File: src/rtl/trigger_capture_pkg.sv
// Shared types and defaults for the trigger-capture sequencer.
// State encoding plus default sample, depth and timeout widths.
package trigger_capture_pkg;

    typedef enum logic [1:0] {
        IDLE,
        ARMED,
        CAPTURE,
        READOUT
    } cap_state_t;

    localparam int DEF_DW    = 8;
    localparam int DEF_DEPTH = 16;
    localparam int DEF_TMO_W = 16;

endpackage

File: src/rtl/capture_buffer.sv
// Burst sample store: DEPTH x DW registers, no reset.
// One synchronous write port, one asynchronous read port.
module capture_buffer
    import trigger_capture_pkg::*;
#(
    parameter int  DW    = DEF_DW,
    parameter int  DEPTH = DEF_DEPTH,
    localparam int AW    = $clog2(DEPTH)
) (
    input  logic          clk,
    input  logic          we,
    input  logic [AW-1:0] waddr,
    input  logic [DW-1:0] wdata,
    input  logic [AW-1:0] raddr,
    output logic [DW-1:0] rdata
);

    logic [DW-1:0] mem [DEPTH];

    // Sample write; contents are don't-care until written.
    always_ff @(posedge clk) begin
        if (we) begin
            mem[waddr] <= wdata;
        end
    end

    assign rdata = mem[raddr];

endmodule

File: src/rtl/trigger_capture_seq.sv
// One-shot trigger capture sequencer: arm, wait for trig rise, capture, stream.
// Optional ARMED timeout built when TRIG_CAPTURE_TIMEOUT_EN is defined.
module trigger_capture_seq
    import trigger_capture_pkg::*;
#(
    parameter int  DW    = DEF_DW,
    parameter int  DEPTH = DEF_DEPTH,
    parameter int  TMO_W = DEF_TMO_W,
    localparam int AW    = $clog2(DEPTH)
) (
    input  logic             clk,
    input  logic             rst_n,
    input  logic             arm,
    input  logic             abort,
    input  logic [AW:0]      cap_len,
    input  logic [TMO_W-1:0] timeout_cycles,
    input  logic             trig,
    input  logic [DW-1:0]    din,
    output logic [DW-1:0]    dout,
    output logic             dout_valid,
    input  logic             dout_ready,
    output logic             dout_last,
    output logic             armed,
    output logic             busy,
    output logic             timeout
);

    localparam logic [AW:0] ONE  = (AW+1)'(1);
    localparam logic [AW:0] LMAX = (AW+1)'(DEPTH);

    cap_state_t    state, state_d;
    logic          trig_q, trig_edge;
    logic [AW:0]   len, len_d;
    logic [AW:0]   wr, wr_d;
    logic [AW:0]   rd, rd_d;
    logic          buf_we;
    logic [AW-1:0] buf_waddr;
    logic [DW-1:0] buf_rdata;
    logic          last_beat;

`ifdef TRIG_CAPTURE_TIMEOUT_EN
    logic [TMO_W-1:0] tmo_lat, tmo_lat_d;
    logic [TMO_W-1:0] tcnt, tcnt_d;
    logic             tpulse, tpulse_d;
`else
    logic             unused_tmo;
    assign unused_tmo = ^timeout_cycles;
`endif

    assign trig_edge = trig & ~trig_q;
    assign last_beat = (rd == len - ONE);

    capture_buffer #(
        .DW    (DW),
        .DEPTH (DEPTH)
    ) u_buf (
        .clk   (clk),
        .we    (buf_we),
        .waddr (buf_waddr),
        .wdata (din),
        .raddr (rd[AW-1:0]),
        .rdata (buf_rdata)
    );

    // Next-state, pointer updates and buffer write strobe.
    always_comb begin
        state_d   = state;
        len_d     = len;
        wr_d      = wr;
        rd_d      = rd;
        buf_we    = 1'b0;
        buf_waddr = '0;
`ifdef TRIG_CAPTURE_TIMEOUT_EN
        tmo_lat_d = tmo_lat;
        tcnt_d    = tcnt;
        tpulse_d  = 1'b0;
`endif
        unique case (state)
            IDLE: begin
                if (arm) begin
                    if (cap_len == '0 || cap_len > LMAX) begin
                        len_d = LMAX;
                    end else begin
                        len_d = cap_len;
                    end
                    wr_d    = '0;
                    rd_d    = '0;
                    state_d = ARMED;
`ifdef TRIG_CAPTURE_TIMEOUT_EN
                    tmo_lat_d = timeout_cycles;
                    tcnt_d    = '0;
`endif
                end
            end
            ARMED: begin
                if (trig_edge) begin
                    buf_we  = 1'b1;
                    wr_d    = ONE;
                    state_d = (len == ONE) ? READOUT : CAPTURE;
                end
`ifdef TRIG_CAPTURE_TIMEOUT_EN
                else begin
                    tcnt_d = tcnt + TMO_W'(1);
                    if (tmo_lat != '0 && tcnt_d == tmo_lat) begin
                        state_d  = IDLE;
                        tpulse_d = 1'b1;
                    end
                end
`endif
            end
            CAPTURE: begin
                buf_we    = 1'b1;
                buf_waddr = wr[AW-1:0];
                wr_d      = wr + ONE;
                if (wr == len - ONE) begin
                    state_d = READOUT;
                end
            end
            READOUT: begin
                if (dout_ready) begin
                    rd_d = rd + ONE;
                    if (last_beat) begin
                        state_d = IDLE;
                    end
                end
            end
            default: state_d = IDLE;
        endcase
        if (abort) begin
            state_d = IDLE;
            buf_we  = 1'b0;
`ifdef TRIG_CAPTURE_TIMEOUT_EN
            tpulse_d = 1'b0;
`endif
        end
    end

    // State, trigger history, pointers and latched burst length.
    always_ff @(posedge clk or negedge rst_n) begin
        if (!rst_n) begin
            state  <= IDLE;
            trig_q <= 1'b0;
            len    <= '0;
            wr     <= '0;
            rd     <= '0;
        end else begin
            state  <= state_d;
            trig_q <= trig;
            len    <= len_d;
            wr     <= wr_d;
            rd     <= rd_d;
        end
    end

`ifdef TRIG_CAPTURE_TIMEOUT_EN
    // ARMED wait counter and registered one-cycle expiry pulse.
    always_ff @(posedge clk or negedge rst_n) begin
        if (!rst_n) begin
            tmo_lat <= '0;
            tcnt    <= '0;
            tpulse  <= 1'b0;
        end else begin
            tmo_lat <= tmo_lat_d;
            tcnt    <= tcnt_d;
            tpulse  <= tpulse_d;
        end
    end

    assign timeout = tpulse;
`else
    assign timeout = 1'b0;
`endif

    assign dout_valid = (state == READOUT);
    assign dout       = dout_valid ? buf_rdata : '0;
    assign dout_last  = dout_valid & last_beat;
    assign armed      = (state == ARMED);
    assign busy       = (state != IDLE);

endmodule
File: config.mk
export PLATFORM = sky130hd
export DESIGN_NAME = trigger_capture_seq
export DESIGN_NICKNAME = d
export VERILOG_FILES = /design/src/rtl/trigger_capture_pkg.sv /design/src/rtl/capture_buffer.sv /design/src/rtl/trigger_capture_seq.sv
export SDC_FILE = /design/constraint.sdc
export NUM_CORES = 1
export LEC_CHECK = 0
export CAP_MARGIN = 20
export CORE_MARGIN = 1.5
export CORE_UTILIZATION = 45
export CTS_CLUSTER_DIAMETER = 60
export DETAILED_ROUTE_END_ITERATION = 8
export PLACE_DENSITY = 0.65
export SLEW_MARGIN = 10
export SYNTH_ARGS = -nofsm -noshare
export SYNTH_HDL_FRONTEND = slang
export SYNTH_SLANG_ARGS = --single-unit
File: constraint.sdc
create_clock -name clk -period 2.9 [get_ports clk]
set_clock_uncertainty 0.15 [all_clocks]
set_input_delay 0.58 -clock clk [delete_from_list [all_inputs] [get_ports clk]]
set_output_delay 0.58 -clock clk [all_outputs]
set_load 0.01 [all_outputs]
Yosys cells after proc, flatten, opt, wreduce, memory -nomap -nowiden

Memory sizes are Yosys's and may differ from the RTL's.
Index checks and enable logic that the tools add are counted.

Add/sub/neg operators: 3
$mul: 0
Div/mod/pow operators: 0
$lt $le $gt $ge: 1
Equal/unequal tests: 14
Shift-type cells: 0
Mux-type cells: 21
Bitwise operators: 3
Reductions and logical operators: 10

Operators with widths:

| cell                  | number |
|---|---|
| $mux W5               | 4 |
| $pmux W5 S3           | 1 |
| $mux W2               | 6 |
| $add A5 B1 Y5 const B | 2 |
| $eq A5 B5 Y1          | 2 |
| $pmux W5 S2           | 1 |
| $ne A3 B2 Y1 const B  | 3 |
| $mux W8               | 1 |
| $pmux W2 S4           | 1 |
| $ne A3 B3 Y1 const B  | 2 |
| $reduce_and A3 Y1     | 2 |
| $eq A5 B1 Y1 const B  | 1 |
| $gt A5 B5 Y1 const B  | 1 |
| $logic_not A5 Y1      | 1 |
| $mux W1               | 5 |
| $reduce_and A5 Y1     | 1 |
| $sub A5 B1 Y5 const B | 1 |
| $eq A2 B2 Y1 const B  | 2 |
| $mux W4               | 1 |
| $ne A2 B1 Y1 const B  | 2 |
| $reduce_bool A2 Y1    | 2 |
| $reduce_bool A3 Y1    | 1 |
| $and A1 B1 Y1         | 2 |
| $eq A2 B1 Y1 const B  | 1 |
| other kinds (6)       | 6 |

Register bits after elaboration: 18
Bits in latches: 0
RAM bits: 128
Bits in read-only memories: 0
Bits of input ports: 35
Output and inout port bits: 13
Word-level logic and storage cells: 58
Memories: 1

Memories:

| name      | depth | bits a word | read ports | clocked after memory_dff | write ports | line                 | RTL |
|---|---|---|---|---|---|---|---|
| u_buf.mem | 16    | 8           | 1          | 0                        | 1           | capture_buffer.sv:18 | `logic [DW-1:0] mem [DEPTH];` |

Logic depth before layout (Yosys ltp)

Depth in word-level cells: 7
Mapped depth: 7
Depth with buffers taken out: 7

By module

Synthesis repeated with hierarchy kept, for this count alone.

Cells, all modules: 383
Area total of the unflattened synthesis: 6388.6 um^2

By module, submodules not included:

| module              | instances | cells each | area an instance (um^2) | sequential area each (um^2) |
|---|---|---|---|---|
| capture_buffer      | 1         | 221        | 4987.3                  | 3843.7 |
| trigger_capture_seq | 1         | 162        | 1401.3                  | 450.4 |

Least setup slack after synthesis

Ideal clock, no wire load.

Path kind: register -> output
From: register rd[0]
To: output dout[0]
Arrival: 1811 ps
Required time: 2170 ps
Path slack: 359 ps
Stages on the path, launching flop included: 6
Path through: dfrtp_1 buf_6 buf_8 mux4_1 mux4_2 and2_1

Cells in the longest elaborated chain, start to end: 2

RTL lines:

| element                | line                       | RTL |
|---|---|---|
| start, declared        | trigger_capture_seq.sv:35  | `logic [AW:0] rd, rd_d;` |
| start signal, assigned | trigger_capture_seq.sv:151 | `rd <= rd_d;` |
| $mem_v2 Z16 W8         | --                         |  |
| $mux W8                | trigger_capture_seq.sv:175 | `assign dout = dout_valid ? buf_rdata : '0;` |
| end, declared          | trigger_capture_seq.sv:19  | `output logic [DW-1:0] dout,` |

Every way passes these cells.

Worst setup path after layout

From: register rd[0]
To: output dout[2]

Same word-level chain as after synthesis.

==> summary.txt <==
Floorplanning
  – Starting density of the core: 0.459
  – Standard cell core area: 13800 um2
  – Die Outline Area: 14800 um2
  – Overall die width: 122 um
  – Cell Rows: 43
  – Boundary pin count: 48
  – Floorplan die height: about 120 um

Pwr
  – Worst vdd rail ir drop: around 0.38 mV
  – Leakage power total: 2.61 nW
  – Power per standard cell area: around 770 nW/um2

Layout
  – Final nets: between 400 and 500
  – Antenna cell count: 0
  – Final cell utilization of the core: 0.558
  – Synth-to-Final Area Change: 21.6%
  – Cell area after layout: 7720 um2
  – Number of fill cells: 1026
  – Fraction of layout cells with a size suffix above 1: 0.285

Drt
  – Met3 wirelength from detailed routing: 750 um
  – Routed met2 length: about 6.6 mm
  – Vias per cell: ~5.6
  – DRC viols: 0
  – Drt first pass iters: 4
  – Top layer reached by signal wires: met4
  – DRT antenna net count: 0
  – Post-Route WL: around 13 mm
  – Total via count in the routed design: 3451
  – Number of design-rule violations left by the first detailed-router iteration: 339
  – Total routed wire length on the met1 layer: just under 6 mm
  – Routed wire length per instance: around 21 um

Logic synthesis
  – Library cell with the largest summed area after synthesis: sky130_fd_sc_hd__edfxtp_1
  – Syn. warnings: 0
  – Async S/R FF share, synth: 0.123
  – Number of synthesized register bits: around 150
  – Top cells by area, synth: sky130_fd_sc_hd__edfxtp_1, sky130_fd_sc_hd__mux4_2, sky130_fd_sc_hd__mux4_1
  – Fraction of post-synthesis cell area in the top cell type by area: 0.606
  – Top FF cell, synth: sky130_fd_sc_hd__edfxtp_1
  – Number of enable-type register cells in the synthesized netlist: between 100 and 150
  – Mean area per synthesized cell: approximately 18 um2
  – Combined area of all synthesized cells: about 6300 um2
  – Synth unique cells: 44
  – Sequential element share of the synthesized area: 0.677
  – Number of standard cells after synthesis: between 300 and 400
  – Post-Syn Nets: 404

STA
  – Post-route worst hold slack: between 0.4 and 0.5 ns
  – Unrepaired setup endpoints after global routing: true
  – Crit share post-route: 1.09
  – Maximum frequency from static timing analysis: about 0.32 GHz
  – Count of final max-slew check failures: 0
  – Least-Margin Pin Slew: between 0.6 and 0.7 ns
  – Time the final worst path needs with I/O delays and setup: roughly 3.2 ns
  – Worst slew slack as a fraction of its limit: 0.532
  – Final count of negative-setup-slack endpoints: 8
  – Setup ws final: -0.258 ns
  – Number of endpoints with negative hold slack in the final report: 0

Clocking
  – TritonCTS clock tree: done
  – Clock buffer count from CTS: 17
  – Hold bufs inserted after CTS: 0
  – Number of sinks handled by clock tree synthesis: between 100 and 150
  – Number of buffers on the longest clock path: 2
  – Clock latency on the worst-skew pair: roughly 0.41 ns
  – Clock root buffer: sky130_fd_sc_hd__clkbuf_16
  – Clock-pin transition on the worst setup and hold timing paths: around 0.060 ns
  – Total number of H-tree levels: 4

Setup path
  – Delay contributed by the slowest stage of the critical path: 0.54 ns
  – Worst path required time: between 2 and 2.5 ns
  – Element type at the critical path end: primary output
  – Largest fanout of any net on the critical path: 7
  – Crit path arrival time: 2.43 ns
  – Master of the slowest instance on the critical path: sky130_fd_sc_hd__mux4_2
  – Class of the most critical setup path: flip-flop to primary output
  – Dominant cell type by count on the critical path: sky130_fd_sc_hd__mux4_2
  – Sort of element at the start of the critical path: flip-flop
  – Critical Path, Cell by Cell: buf_6, buf_12, mux4_2, mux4_2, and2_1, buf_2

GRT
  – Antenna violations before repair: 0
  – Residual overflow from global routing: 0
  – All-Layer GR Usage: 0.197
  – Pin count of the biggest net entering global routing: 31
  – Number of global-route vias before repair: between 3000 and 4000
  – First-pass GRT wire length: 20.5 mm

Place
  – Half-perimeter wire length after placement: roughly 8.1 mm
  – Port Buffer Count: 30
  – Area after detailed placement: 7020 um2
  – Routability Congestion: between 0.7 and 0.8

Worst hold path
  – Min-delay worst type: flip-flop to flip-flop

Status
  – Outcome: finished with violations
  – Violations in the final reports: negative setup slack

Flow run
  – Total of max-cap violations: 0
-- final cells by class --
cell class / count / area, um2 / share of cell area
clock inverters: 13 / 175 / 0.0227
multi-input cells: 186 / 1890 / 0.245
repair buffers: 65 / 668 / 0.0865
clock buffers: 19 / 433 / 0.0561
inverters: 9 / 33.8 / 0.00438
well taps: 180 / 225 / 0.0292
flip-flops and latches: 146 / 4300 / 0.556
-- per-stage QoR --
step	instances	setup TNS (ns)	power, mW	setup slack [ns]
3_5_place_dp	579	-1.30	3.55	-0.210
5_1_grt	618	-2.24	6.18	-0.321
3_3_place_gp	579	-1.21	3.53	-0.192
4_1_cts	619	-2.43	5.89	-0.330
6_report	618	-1.74	5.91	-0.258
2_1_floorplan	359	0	3.24	0.359
-- worst paths after layout --
path,startpoint,endpoint,slack [ns],cells past startpoint
min in group asynchronous,rst_n,state[0],0.44,1
setup / recovery,rd[0],dout[2],-0.26,6
setup reg to reg,state[0],u_buf.mem[13][1],0.50,7
hold reg to reg,len[1],len[1],0.40,2
hold / removal,len[1],len[1],0.40,2
max in group asynchronous,rst_n,wr[0],1.61,2
-- kinds of logic after synthesis --
logic type               Yosys count  share of synthesized area
AND/OR/NAND/NOR                   82                     0.0659
flip-flops                       146                      0.677
buffers and inverters             27                     0.0231
XOR/XNOR                          17                     0.0246
multiplexers                      41                      0.154
other                              1                   0.000591
AO/OA/AOI/OAI                     35                     0.0353
adder cells (fa/ha/maj)           10                     0.0197
-- critical path, delay by kind of cell (launching register included) --
family,cells,cell delay [ns]
multiplexers,2,1.06
AND/OR/NAND/NOR,1,0.15
flip-flops,1,0.40
buffers and inverters,3,0.40
-- cells in the final DEF (no fill, tap or decap), types with 8 or more instances in the layout --
| cell type | Yosys | routed |
|---|---|---|
| sky130_fd_sc_hd__nor2_1 | 23 | 23 |
| sky130_fd_sc_hd__ha_1 | 10 | 9 |
| sky130_fd_sc_hd__mux4_2 | 22 | 39 |
| sky130_fd_sc_hd__nand3_1 | 10 | 10 |
| sky130_fd_sc_hd__o21ai_0 | 17 | 17 |
| sky130_fd_sc_hd__nand2_1 | 17 | 17 |
| sky130_fd_sc_hd__buf_6 | 2 | 8 |
| sky130_fd_sc_hd__edfxtp_1 | 128 | 128 |
| sky130_fd_sc_hd__inv_1 | 9 | 9 |
| sky130_fd_sc_hd__xnor2_1 | 10 | 10 |
| sky130_fd_sc_hd__dfrtp_1 | 18 | 17 |
| sky130_fd_sc_hd__clkdlybuf4s50_1 | 0 | 21 |
| sky130_fd_sc_hd__buf_4 | 1 | 25 |
| sky130_fd_sc_hd__clkbuf_16 | 0 | 18 |
-- cells in the mapped netlist (7+ instances only) --
library cell               count
sky130_fd_sc_hd__edfxtp_1    128
sky130_fd_sc_hd__nor2_1       23
sky130_fd_sc_hd__mux4_2       22
sky130_fd_sc_hd__dfrtp_1      18
sky130_fd_sc_hd__mux4_1       18
sky130_fd_sc_hd__nand2_1      17
sky130_fd_sc_hd__o21ai_0      17
sky130_fd_sc_hd__ha_1         10
sky130_fd_sc_hd__nand3_1      10
sky130_fd_sc_hd__xnor2_1      10
sky130_fd_sc_hd__inv_1         9
sky130_fd_sc_hd__and2_1        8
sky130_fd_sc_hd__clkbuf_1      7
-- registers in the layout (all words and copies together) (netlist names) --
name / count
len: 5
rd: 5
state: 2
trig_q: 1
u_buf.mem: 128
wr: 5
-- metal layers --
layer,vias up,track usage
met2,119,0.305
met1,1780,0.278
li1,1545,-
met5,-,0
met3,7,0.0421
met4,0,0.0662
-- timing repair --
action,4_1_cts,5_1_grt
gates resized for setup,57,22
buffers inserted,6,2
cloned,2,1
endpoints found under the setup margin,9,9
pin swaps,7,2
-- where the power goes --
group / total (mW) / internal (mW) / switching, mW
clock network: 2.21 / 1.37 / 0.845
registers: 2.44 / 2.35 / 0.0927
logic: 1.25 / 0.626 / 0.628
(Power assumes the default switching activity.)
